--- config.mk ---
export PLATFORM = sky130hd
export DESIGN_NAME = pixel_plot_writer
export DESIGN_NICKNAME = d
export VERILOG_FILES = /design/src/rtl/pixel_plot_writer.sv
export SDC_FILE = /design/constraint.sdc
export NUM_CORES = 1
export LEC_CHECK = 0
export ABC_AREA = 1
export CORE_MARGIN = 10
export CORE_UTILIZATION = 46
export CTS_CLUSTER_SIZE = 10
export DETAILED_ROUTE_END_ITERATION = 8
export PLACE_DENSITY = 0.83
export SLEW_MARGIN = 15
export SYNTH_ARGS = -nofsm -noshare
export SYNTH_HDL_FRONTEND = slang
export SYNTH_SLANG_ARGS = --single-unit
export TNS_END_PERCENT = 1
--- constraint.sdc ---
create_clock -name clk -period 2.9 [get_ports clk]
set_input_delay 0.58 -clock clk [delete_from_list [all_inputs] [get_ports clk]]
set_output_delay 0.58 -clock clk [all_outputs]
set_load 0.1 [all_outputs]
--- src/rtl/pixel_plot_writer.sv ---
// -----------------------------------------------------------------------------
// pixel_plot_writer
//   Turns single-pixel plot requests from a line drawer into framebuffer word
//   writes. Off-screen pixels are discarded and counted. A completion pulse
//   (done) is issued once per request, and a held request is never written
//   twice: the block waits in RELEASE until plot drops.
//
// Ports
//   clk         clock
//   rst         asynchronous, active-low reset
//   plot        plot request (level, held until done)
//   x, y        signed pixel column / row
//   color       pixel value
//   done        one-cycle completion pulse
//   busy        high whenever the FSM is not in IDLE
//   mem_wr_req  framebuffer write request (held until mem_ack)
//   mem_addr    framebuffer word address, y*H_RES + x
//   mem_wdata   framebuffer write data
//   mem_ack     framebuffer write accept (may coincide with the request)
//   plot_count  completed writes, saturating
//   clip_count  discarded requests, saturating
// -----------------------------------------------------------------------------
module pixel_plot_writer #(
    parameter int H_RES   = 640,
    parameter int V_RES   = 480,
    parameter int ADDR_W  = 19,
    parameter int COLOR_W = 8
) (
    input  logic                clk,
    input  logic                rst,
    input  logic                plot,
    input  logic signed [31:0]  x,
    input  logic signed [31:0]  y,
    input  logic [COLOR_W-1:0]  color,
    output logic                done,
    output logic                busy,
    output logic                mem_wr_req,
    output logic [ADDR_W-1:0]   mem_addr,
    output logic [COLOR_W-1:0]  mem_wdata,
    input  logic                mem_ack,
    output logic [15:0]         plot_count,
    output logic [15:0]         clip_count
);

    typedef enum logic [2:0] {
        IDLE    = 3'd0,
        CALC    = 3'd1,
        WRITE   = 3'd2,
        DONE    = 3'd3,
        RELEASE = 3'd4
    } state_t;

    state_t               state_r;
    logic signed [31:0]   x_r;
    logic signed [31:0]   y_r;
    logic [COLOR_W-1:0]   color_r;
    logic                 clip_r;
    logic                 done_r;
    logic                 busy_r;
    logic                 mem_wr_req_r;
    logic [ADDR_W-1:0]    mem_addr_r;
    logic [COLOR_W-1:0]   mem_wdata_r;
    logic [15:0]          plot_count_r;
    logic [15:0]          clip_count_r;

    logic                 clip_s;
    logic [ADDR_W-1:0]    addr_s;

    // Counters stick at all-ones instead of wrapping to zero.
    function automatic logic [15:0] sat_inc(input logic [15:0] value);
        if (value == 16'hFFFF) begin
            sat_inc = 16'hFFFF;
        end else begin
            sat_inc = value + 16'd1;
        end
    endfunction

    // Off-screen test on the live request, captured together with x/y/color.
    always_comb begin
        clip_s = 1'b0;
        if ((x < 32'sd0) || (x >= H_RES) || (y < 32'sd0) || (y >= V_RES)) begin
            clip_s = 1'b1;
        end else begin
            clip_s = 1'b0;
        end
    end

    // Linear word address from the captured coordinates, truncated to ADDR_W.
    always_comb begin
        addr_s = ADDR_W'(y_r * H_RES + x_r);
    end

    // Request FSM; every output is a register updated alongside the state.
    always_ff @(posedge clk or negedge rst) begin
        if (!rst) begin
            state_r      <= IDLE;
            x_r          <= 32'sd0;
            y_r          <= 32'sd0;
            color_r      <= '0;
            clip_r       <= 1'b0;
            done_r       <= 1'b0;
            busy_r       <= 1'b0;
            mem_wr_req_r <= 1'b0;
            mem_addr_r   <= '0;
            mem_wdata_r  <= '0;
            plot_count_r <= 16'd0;
            clip_count_r <= 16'd0;
        end else begin
            case (state_r)
                IDLE: begin
                    if (plot) begin
                        x_r     <= x;
                        y_r     <= y;
                        color_r <= color;
                        clip_r  <= clip_s;
                        busy_r  <= 1'b1;
                        state_r <= CALC;
                    end else begin
                        state_r <= IDLE;
                    end
                end
                CALC: begin
                    if (clip_r) begin
                        clip_count_r <= sat_inc(clip_count_r);
                        done_r       <= 1'b1;
                        state_r      <= DONE;
                    end else begin
                        mem_addr_r   <= addr_s;
                        mem_wdata_r  <= color_r;
                        mem_wr_req_r <= 1'b1;
                        state_r      <= WRITE;
                    end
                end
                WRITE: begin
                    // Address and data stay put until the framebuffer accepts.
                    if (mem_ack) begin
                        mem_wr_req_r <= 1'b0;
                        plot_count_r <= sat_inc(plot_count_r);
                        done_r       <= 1'b1;
                        state_r      <= DONE;
                    end else begin
                        state_r <= WRITE;
                    end
                end
                DONE: begin
                    done_r  <= 1'b0;
                    state_r <= RELEASE;
                end
                RELEASE: begin
                    // Wait for the drawer to drop plot so one request = one write.
                    if (!plot) begin
                        busy_r  <= 1'b0;
                        state_r <= IDLE;
                    end else begin
                        state_r <= RELEASE;
                    end
                end
                default: begin
                    done_r       <= 1'b0;
                    busy_r       <= 1'b0;
                    mem_wr_req_r <= 1'b0;
                    state_r      <= IDLE;
                end
            endcase
        end
    end

    assign done       = done_r;
    assign busy       = busy_r;
    assign mem_wr_req = mem_wr_req_r;
    assign mem_addr   = mem_addr_r;
    assign mem_wdata  = mem_wdata_r;
    assign plot_count = plot_count_r;
    assign clip_count = clip_count_r;

endmodule
Yosys cells after proc, flatten, opt, wreduce, memory -nomap -nowiden
Index checks and enable logic that the tools add are counted.
{"block": "word_totals", "register_bits": 125, "in_bits": 76, "output_inout_bits": 62, "elab_cells": 66}
{"block": "classes", "addsub": 3, "n_mul": 1, "magnitude_cmp": 4, "eq_ne": 11, "n_mux": 17, "bitwise_logic": 4, "n_reduce_logical": 14}
{"cell": "$lt 32x1->1 const B", "count": 2}
{"cell": "$add 16x1->16 const B", "count": 2}
{"cell": "$eq 16x16->1 const B", "count": 2}
{"cell": "$ge 32x10->1 const B", "count": 1}
{"cell": "$ge 32x11->1 const B", "count": 1}
{"cell": "$mul 32x4->12 const B", "count": 1}
{"cell": "$mux 16", "count": 2}
{"cell": "$add 19x19->19", "count": 1}
{"cell": "$pmux 3 s5", "count": 1}
{"cell": "$mux 1", "count": 10}
{"cell": "$ne 2x2->1 const B", "count": 5}
{"cell": "$pmux 1 s3", "count": 3}
{"cell": "$reduce_and 3->1", "count": 3}
{"cell": "$reduce_and 2->1", "count": 4}
{"cell": "$eq 3x2->1 const B", "count": 2}
{"cell": "$reduce_or 3->1", "count": 2}
{"cell": "$not 1->1", "count": 4}
{"cell": "$eq 3x1->1 const B", "count": 1}
{"cell": "$eq 3x3->1 const B", "count": 1}
{"cell": "$logic_not 3->1", "count": 1}
{"cell": "$logic_or 1x1->1", "count": 3}
{"cell": "$mux 3", "count": 1}
{"cell": "$reduce_or 2->1", "count": 1}

Longest topological paths before layout
Gate-level depths: netlist of run 1.
{"block": "depth", "depth_word": 5, "ltp_mapped": 20, "ltp_nobuf": 20}

Worst setup path before layout of run 1
No wires, ideal clock.
{"block": "synth_path", "path_type": "reg-to-reg", "from": "register y_r[3]", "to": "register mem_addr_r[18], in the netlist mem_addr[18]", "setup_time_ns": 0.120, "arrival_ns": 2.574, "t_required_ns": 2.780, "slack_ns": 0.207, "path_stages_with_launch": 18, "period_less_slack_ns": 2.693, "cell_sequence": "dfrtp_1 > ha_1 > ha_1 > a21oi_1 > nand2_1 > nand2_1 > nand2_1 > a21oi_1 > xor2_1 > inv_1 > ha_1 > nand2_1 > nor2_1 > nand3_1 > nand3_1 > nand3_1 > nand3_1 > nand2_1"}
{"block": "synth_between", "elab_chain_len": 2}
{"item": "from (decl)", "line_no": "55", "rtl": "logic signed [31:0] y_r;"}
{"item": "from (signal assigned)", "line_no": "113", "rtl": "y_r <= y;"}
{"item": "$mul 32x4->12", "line_no": "90", "rtl": "addr_s = ADDR_W'(y_r * H_RES + x_r);"}
{"item": "$add 19x19->19", "line_no": "90"}
{"item": "to (signal assigned)", "line_no": "128", "rtl": "mem_addr_r <= addr_s;"}
{"item": "to (decl)", "line_no": "61", "rtl": "logic [ADDR_W-1:0] mem_addr_r;"}
No other way between the ends.
A chain may end at the register's enable or synchronous reset.

Worst setup path after layout of run 1
{"block": "layout_path", "from": "register y_r[1]", "to": "register mem_addr_r[18], in the netlist mem_addr[18]"}
The elaborated chain is that of the path after synthesis.

==> results.md, run 1 <==
* Critical Path Start Type: register
* Fillers at 1141
* Final setup vio count at 2
* Post-DR wirelength/cell at 14.0 µm
* Layout cell share with drive strength beyond 1 at 15.9%
* Fin. Hold Viols at 0
* Via count at 5284
* Worst setup EP type: register
* GRT Util Overall at 17.1%
* Global-route wire length before repair at 25000 µm
* Lkg Pwr at 3.83 nW
* Initial Util at 46.6%
* Port Buf Inserts at 137
* Fin. max-slew vios at 0
* CP max FO at 4
* Worst EP arrival at 3.18 ns
* DP Area at 0.00723 mm²
* Slew margin rel. at 50.2%
* Netlist cell types at 38
* RSZ-0062 raised after global routing: yes
* Die width at 133 µm
* Post-synth EDFFs at 0
* CTS tree: yes
* Max cap viols at 0
* CTS Hold Buffers Added at 0
* GPL Wtd Cong at 0.932
* Core box area at 0.0125 mm²
* Fin crit period at 2.93 ns
* Clock transition at path regs at 0.08 ns
* Worst slew pin tran at 0.746 ns
* Async S/R FF share, synth at 100%
* Int Power at 0.00429 W
* Post-synth top cells: 203 x nand2_1, 105 x dfrtp_1, 93 x inv_1
* Clock Skews at 0.00782 ns
* Prevailing post-synth register cell: dfrtp_1
* Area contributors post-synth: dfrtp_1 45%, nand2_1 13%, ha_1 6.6%
* Largest net degree at the start of global routing at 58
* VDD IR max at 0.000620 V
* Min-Delay Path Class: input pin to async pin
* WL final at 14900 µm
* Most frequent cell after synthesis: nand2_1
* Final Non-Filler Cells at 1061
* Area leader, netlist: dfrtp_1
* Post-DP HPWL at 11600 µm
* FF+latch count, synth at 105
* Nets at 993
* Number of diodes at 0
* Area of the mapped netlist at 0.00583 mm²
* Hold slack at 0.276 ns
* Area Growth Syn to Fin at 31.6%
* Fmax achieved at 341 MHz
* Synthesized area per cell at 7.88 µm²
* Area fraction of the dominant cell type after synthesis at 45.0%
* Row count at 41
* Final worst slack at -0.0327 ns
* Seq pwr share at 25.3%
* CP Cell Sequence: ha_1 > ha_2 > inv_2 > fa_2 > inv_1 > nand2_1 > nand2_2 > nand2_2 > nor2_2 > nor2_1 > xnor2_1 > ha_1 > nand2_2 > a21oi_2 > nor2_1 > nand3_2 > inv_1 > nand2_1 > nand3_1 > nand2_1
* Yosys warning count at 0
* Crit Path Class: register to register
* Fin util at 61.3%
* H-tree lvl count at 3
* CP peak stage delay at 0.41 ns
* TritonRoute pass-1 iters at 5
* Failing checks: negative setup slack
* Power per standard cell area at 1090 mW/mm²
* Cell count after synthesis at 740
* Slowest-stage cell, CP: dfrtp_1
* Die height at 133 µm
* CTS Sinks at 105
* Clock Tree Buf Depth at 2
* Post-route cell area at 0.00768 mm²
* GRT overflow at 0
* Clock power share at 14.0%
* CP required at 3.14 ns
* Status: finished, violations left
* Root Driver: clkbuf_16
* Placed cells at 1038
* Clock latency on the worst-skew pair at 0.35 ns
* Initial antenna violation count at 0
* Clock buffer count from CTS at 9
* Comb power frac at 60.8%
* Initial DRC Count at 403
* Vias in the first global route at 5297
* Sw Ratio at 48.7%
* Via density at 4.98
* Drt drc at 0
* # IOs at 138
* Fraction of the yosys area taken by sequential cells at 45.0%
* Final total power at 0.00838 W
* Net Sw Power at 0.00408 W
* Antenna Violating Nets Remaining at 0
* Die area at 0.0176 mm²
* Syn nets at 849
* Period utilisation layout at 101%
-- per-stage QoR --
stage / worst slack, ns / TNS [ns]
after detailed placement: 0.00107 / 0
after global routing: -0.194 / -0.467
after CTS: 0.00528 / 0
after global placement: 0.0530 / 0
after floorplan: 0.207 / 0
final: -0.0327 / -0.0445
-- cell families (layout without fill, tap and decap cells) --
group,Yosys count,in the layout,share of synthesized area [%]
DFF,105,105,45.0
AOI/OAI and AO/OA,103,103,9.24
and+or+nand+nor,364,364,27.5
xor gates and xnor gates,20,20,3.00
adders and majority gates,33,33,7.33
buffers and inverters,115,264,7.85
-- path summary, 6_finish.rpt --
path	from	to	slack, ns	cells past startpoint
hold / removal	rst	clip_count[5]	0.28	1
hold reg to reg	mem_addr[17]	mem_addr[17]	0.49	2
setup reg to reg	y_r[1]	mem_addr[18]	-0.03	20
min in group clk	mem_addr[17]	mem_addr[17]	0.49	2
max in group asynchronous	rst	x_r[14]	1.91	2
setup / recovery	y_r[1]	mem_addr[18]	-0.03	20
-- critical path, delay by kind of cell, from the launching register on --
kind,cells,cell delay [ns]
adder cells (fa/ha/maj),4,1.20
AND/OR/NAND/NOR,11,0.88
flip-flops,1,0.41
buffers and inverters,3,0.18
XOR/XNOR,1,0.12
AO/OA/AOI/OAI,1,0.04
-- layout make-up --
| type | count | area [µm²] | area share [%] |
|---|---|---|---|
| clock buffer | 9 | 225 | 2.93 |
| clock inverter | 7 | 51.3 | 0.668 |
| inverter | 99 | 372 | 4.84 |
| multi-input combinational | 520 | 2870 | 37.4 |
| sequential | 105 | 2630 | 34.2 |
| tap | 172 | 215 | 2.80 |
| timing repair buffer | 149 | 1320 | 17.1 |
-- sequential cells by signal, indices dropped and copies added, names as in the netlist --
register,count
mem_addr,19
color_r,8
busy,1
mem_wdata,8
done,1
mem_wr_req,1
y_r,12
plot_count,16
state_r,3
clip_count,16
x_r,19
clip_r,1
-- layout by cell type, fill, tap and decap left out, types with 12 or more instances in the layout --
cell type,Yosys,layout
nand3_1,54,52
nand2_1,203,197
o21ai_1,13,14
buf_4,2,74
xor2_1,14,14
o21ai_0,62,61
nand4_1,15,15
dfrtp_1,105,105
a21oi_1,17,12
ha_1,31,25
nor2_1,51,47
inv_1,93,91
clkdlybuf4s50_1,0,74
-- per-layer routing --
metal | up-vias | part of all wire, % | GRT usage [%]
li1 | 2681 | - | -
met1 | 2440 | 45 | 21.1
met2 | 145 | 48 | 28.1
met3 | 18 | 6.0 | 4.47
met4 | 0 | 1.7 | 6.30
met5 | - | 0 | 0
-- power by group through the flow --
stage | Sequential [W] | Clock [W] | Combinational, W
final | 0.00212 | 0.00117 | 0.00509
after global routing | 0.00217 | 0.00125 | 0.00566
after CTS | 0.00211 | 0.00119 | 0.00458
after detailed placement | 0.00214 | 0 | 0.00448
after global placement | 0.00212 | 0 | 0.00445
after floorplan | 0.00264 | 0 | 0.00282
-- timing repair --
item | in CTS | in global routing
buffers inserted | 1 | 6
gates resized for setup | 1 | 27
setup endpoints to repair | 1 | 4
pin swaps | 1 | 14
Note: power is estimated with default switching activity, not from simulation.
==> inputs of run 2 (changes only) <==
--- a/config.mk
+++ b/config.mk
@@ -10,7 +10,7 @@
 export CORE_UTILIZATION = 46
 export CTS_CLUSTER_SIZE = 10
 export DETAILED_ROUTE_END_ITERATION = 8
-export PLACE_DENSITY = 0.83
+export PLACE_DENSITY = 0.78
 export SLEW_MARGIN = 15
 export SYNTH_ARGS = -nofsm -noshare
 export SYNTH_HDL_FRONTEND = slang
==> results.md, run 2 (same netlist as run 1, synthesis figures left out) <==
* Initial antenna violation count at 0
* Die height at 133 µm
* Die width at 133 µm
* Clock latency on the worst-skew pair at 0.34 ns
* Min-Delay Path Class: input pin to async pin
* Fin crit period at 2.85 ns
* CP delay by family, top: adder cells
* Initial DRC Count at 235
* Clock buffer count from CTS at 9
* Root Driver: clkbuf_16
* Worst EP arrival at 3.08 ns
* Multi-input gate area at 0.00283 mm²
* Fmax achieved at 351 MHz
* Layout cell share with drive strength beyond 1 at 13.8%
* R2r setup slk at 0.05 ns
* Met2 wire length at 6970 µm
* Row count at 41
* Top layer in use: met4
* Status: complete, no violations
* Max cap viols at 0
* CTS tree: yes
* Die area at 0.0176 mm²
* Vias in the first global route at 5101
* Nets at 986
* Slew margin rel. at 51.5%
* Number of diodes at 0
* TritonRoute pass-1 iters at 5
* Post-DP HPWL at 11500 µm
* Crit Reg-Reg Endpoint: mem_addr[18]
* H-tree lvl count at 3
* Final worst slack at 0.0506 ns
* Worst slew pin tran at 0.727 ns
* Crit Path Class: register to register
* Global-route wire length before repair at 24600 µm
* CP Cell Sequence: ha_1 > ha_4 > a21oi_2 > nand2_1 > nand2_1 > nand2_1 > a21oi_2 > xor2_1 > inv_1 > ha_4 > nand2_1 > nor2_1 > nand3_1 > nand3_2 > nand3_2 > nand3_1 > nand2_1
* Worst setup EP type: register
* Commonest cells after routing, fill and taps aside: 200 x nand2_1, 105 x dfrtp_1, 92 x inv_1
* Critical path launch point: y_r[3]
* WL final at 14700 µm
* GRT overflow at 0
* Core box area at 0.0125 mm²
* Post-DR wirelength/cell at 13.9 µm
* CTS Sinks at 105
* Fin. max-slew vios at 0
* # IOs at 138
* Antenna Violating Nets Remaining at 0
* Wl on met1 at 6420 µm
* VDD IR max at 0.000554 V
* Crit path capture: mem_addr[18]
* R2R cell count at 17
* Register area at 0.00263 mm²
* Drt drc at 0
* Initial Util at 46.6%
* Via density at 4.94
* Clock transition at path regs at 0.07 ns
* Largest net degree at the start of global routing at 58
* GRT Util Overall at 16.7%
* Met3 WL at 1030 µm
* Power per standard cell area at 1050 mW/mm²
* Port Buf Inserts at 137
* Most common cell after layout, fill and taps aside: nand2_1
* Period utilisation layout at 98.3%
* Crit path buf inv count at 1
* Final total power at 0.00795 W
* CP required at 3.13 ns
* Final Non-Filler Cells at 1054
* Placed cells at 1037
* Most used cell, CP: nand2_1
* Via count at 5204
* Fin. Hold Viols at 0
* Area Growth Syn to Fin at 29.9%
* Pre-CTS setup slack at -0.0154 ns
* CP peak stage delay at 0.40 ns
* GPL Wtd Cong at 0.887
* Levels on crit path at 17
* Fin util at 60.5%
* Critical Path Start Type: register
* Final setup vio count at 0
* Clock Skews at 0.00741 ns
* Origin of the critical flop-to-flop path: y_r[3]
* Fillers at 1142
* Lkg Pwr at 3.79 nW
* RSZ-0062 raised after global routing: yes
* Clock Tree Buf Depth at 2
* Slowest-stage cell, CP: dfrtp_1
* CP max FO at 4
==> run 2: changes by cell type in the layout (fill, tap and decap cells not counted), moves of 2 or more <==
cell | previous run | this run
buf_4 | 74 | 67
clkbuf_1 | 0 | 3
clkinv_2 | 3 | 0
ha_1 | 25 | 28
nand2_1 | 197 | 200
nand2_2 | 9 | 6
ha_4 | 4 | 2
nor2_1 | 47 | 49
==> run 2: layer usage <==
| layer | track usage, % | vias to the layer above |
|---|---|---|
| met5 | 0 | - |
| met4 | 5.26 | 0 |
| met3 | 5.07 | 16 |
| met2 | 27.8 | 148 |
| met1 | 20.3 | 2374 |
| li1 | - | 2666 |
==> run 2: how the worst min path moves through the flow <==
stage	startpoint	to	slack, ns	cells after the start
floorplan	rst	busy	0.28	0
global placement	mem_addr[7]	mem_addr[7]	0.46	2
detailed placement	y_r[10]	y_r[10]	0.47	2
CTS	rst	clip_count[6]	0.27	1
global route	rst	clip_count[3]	0.30	1
finish	rst	clip_count[6]	0.25	1
==> run 2: report_power, final <==
| part | total [W] | switching (W) | internal [W] | leakage, nW |
|---|---|---|---|---|
| clock network | 0.00113 | 0.000523 | 0.000610 | 0.126 |
| logic | 0.00469 | 0.00307 | 0.00162 | 2.30 |
| registers | 0.00212 | 0.000292 | 0.00183 | 1.37 |
| total | 0.00795 | 0.00388 | 0.00406 | 3.79 |
==> run 2: area by class of cell <==
class	count	share of cell area [%]
inverters	99	4.90
repair buffers	142	16.7
multi-input cells	520	37.3
clock inverters	3	0.314
well taps	172	2.84
clock buffers	13	3.30
flip-flops and latches	105	34.7
==> run 2: stage by stage <==
stage	setup TNS, ns	cell area [µm²]	hold slack, ns
final	0	7580	0.245
after global routing	-0.382	7580	0.297
after CTS	0	7520	0.274
after detailed placement	-0.0261	7220	0.466
after global placement	0	7220	0.458
after floorplan	0	5830	0.284
==> run 2: repair_timing <==
action / in CTS / in global routing
hold buffers: 0 / 0
endpoints found under the setup margin: 3 / 4
pin swaps: 2 / 3
resized for setup: 2 / 16
endpoints found under the hold margin: 0 / 0
setup buffers: 1 / 0
cloned: 0 / 0
==> run 2: worst register-to-register path, delay by kind of cell (launching register included) <==
| kind | cells | cell delay (ns) |
|---|---|---|
| fa+ha+maj | 3 | 0.92 |
| simple gates | 10 | 0.87 |
| flops | 1 | 0.40 |
| compound gates | 2 | 0.31 |
| xor+xnor | 1 | 0.15 |
| buf+inv | 1 | 0.09 |
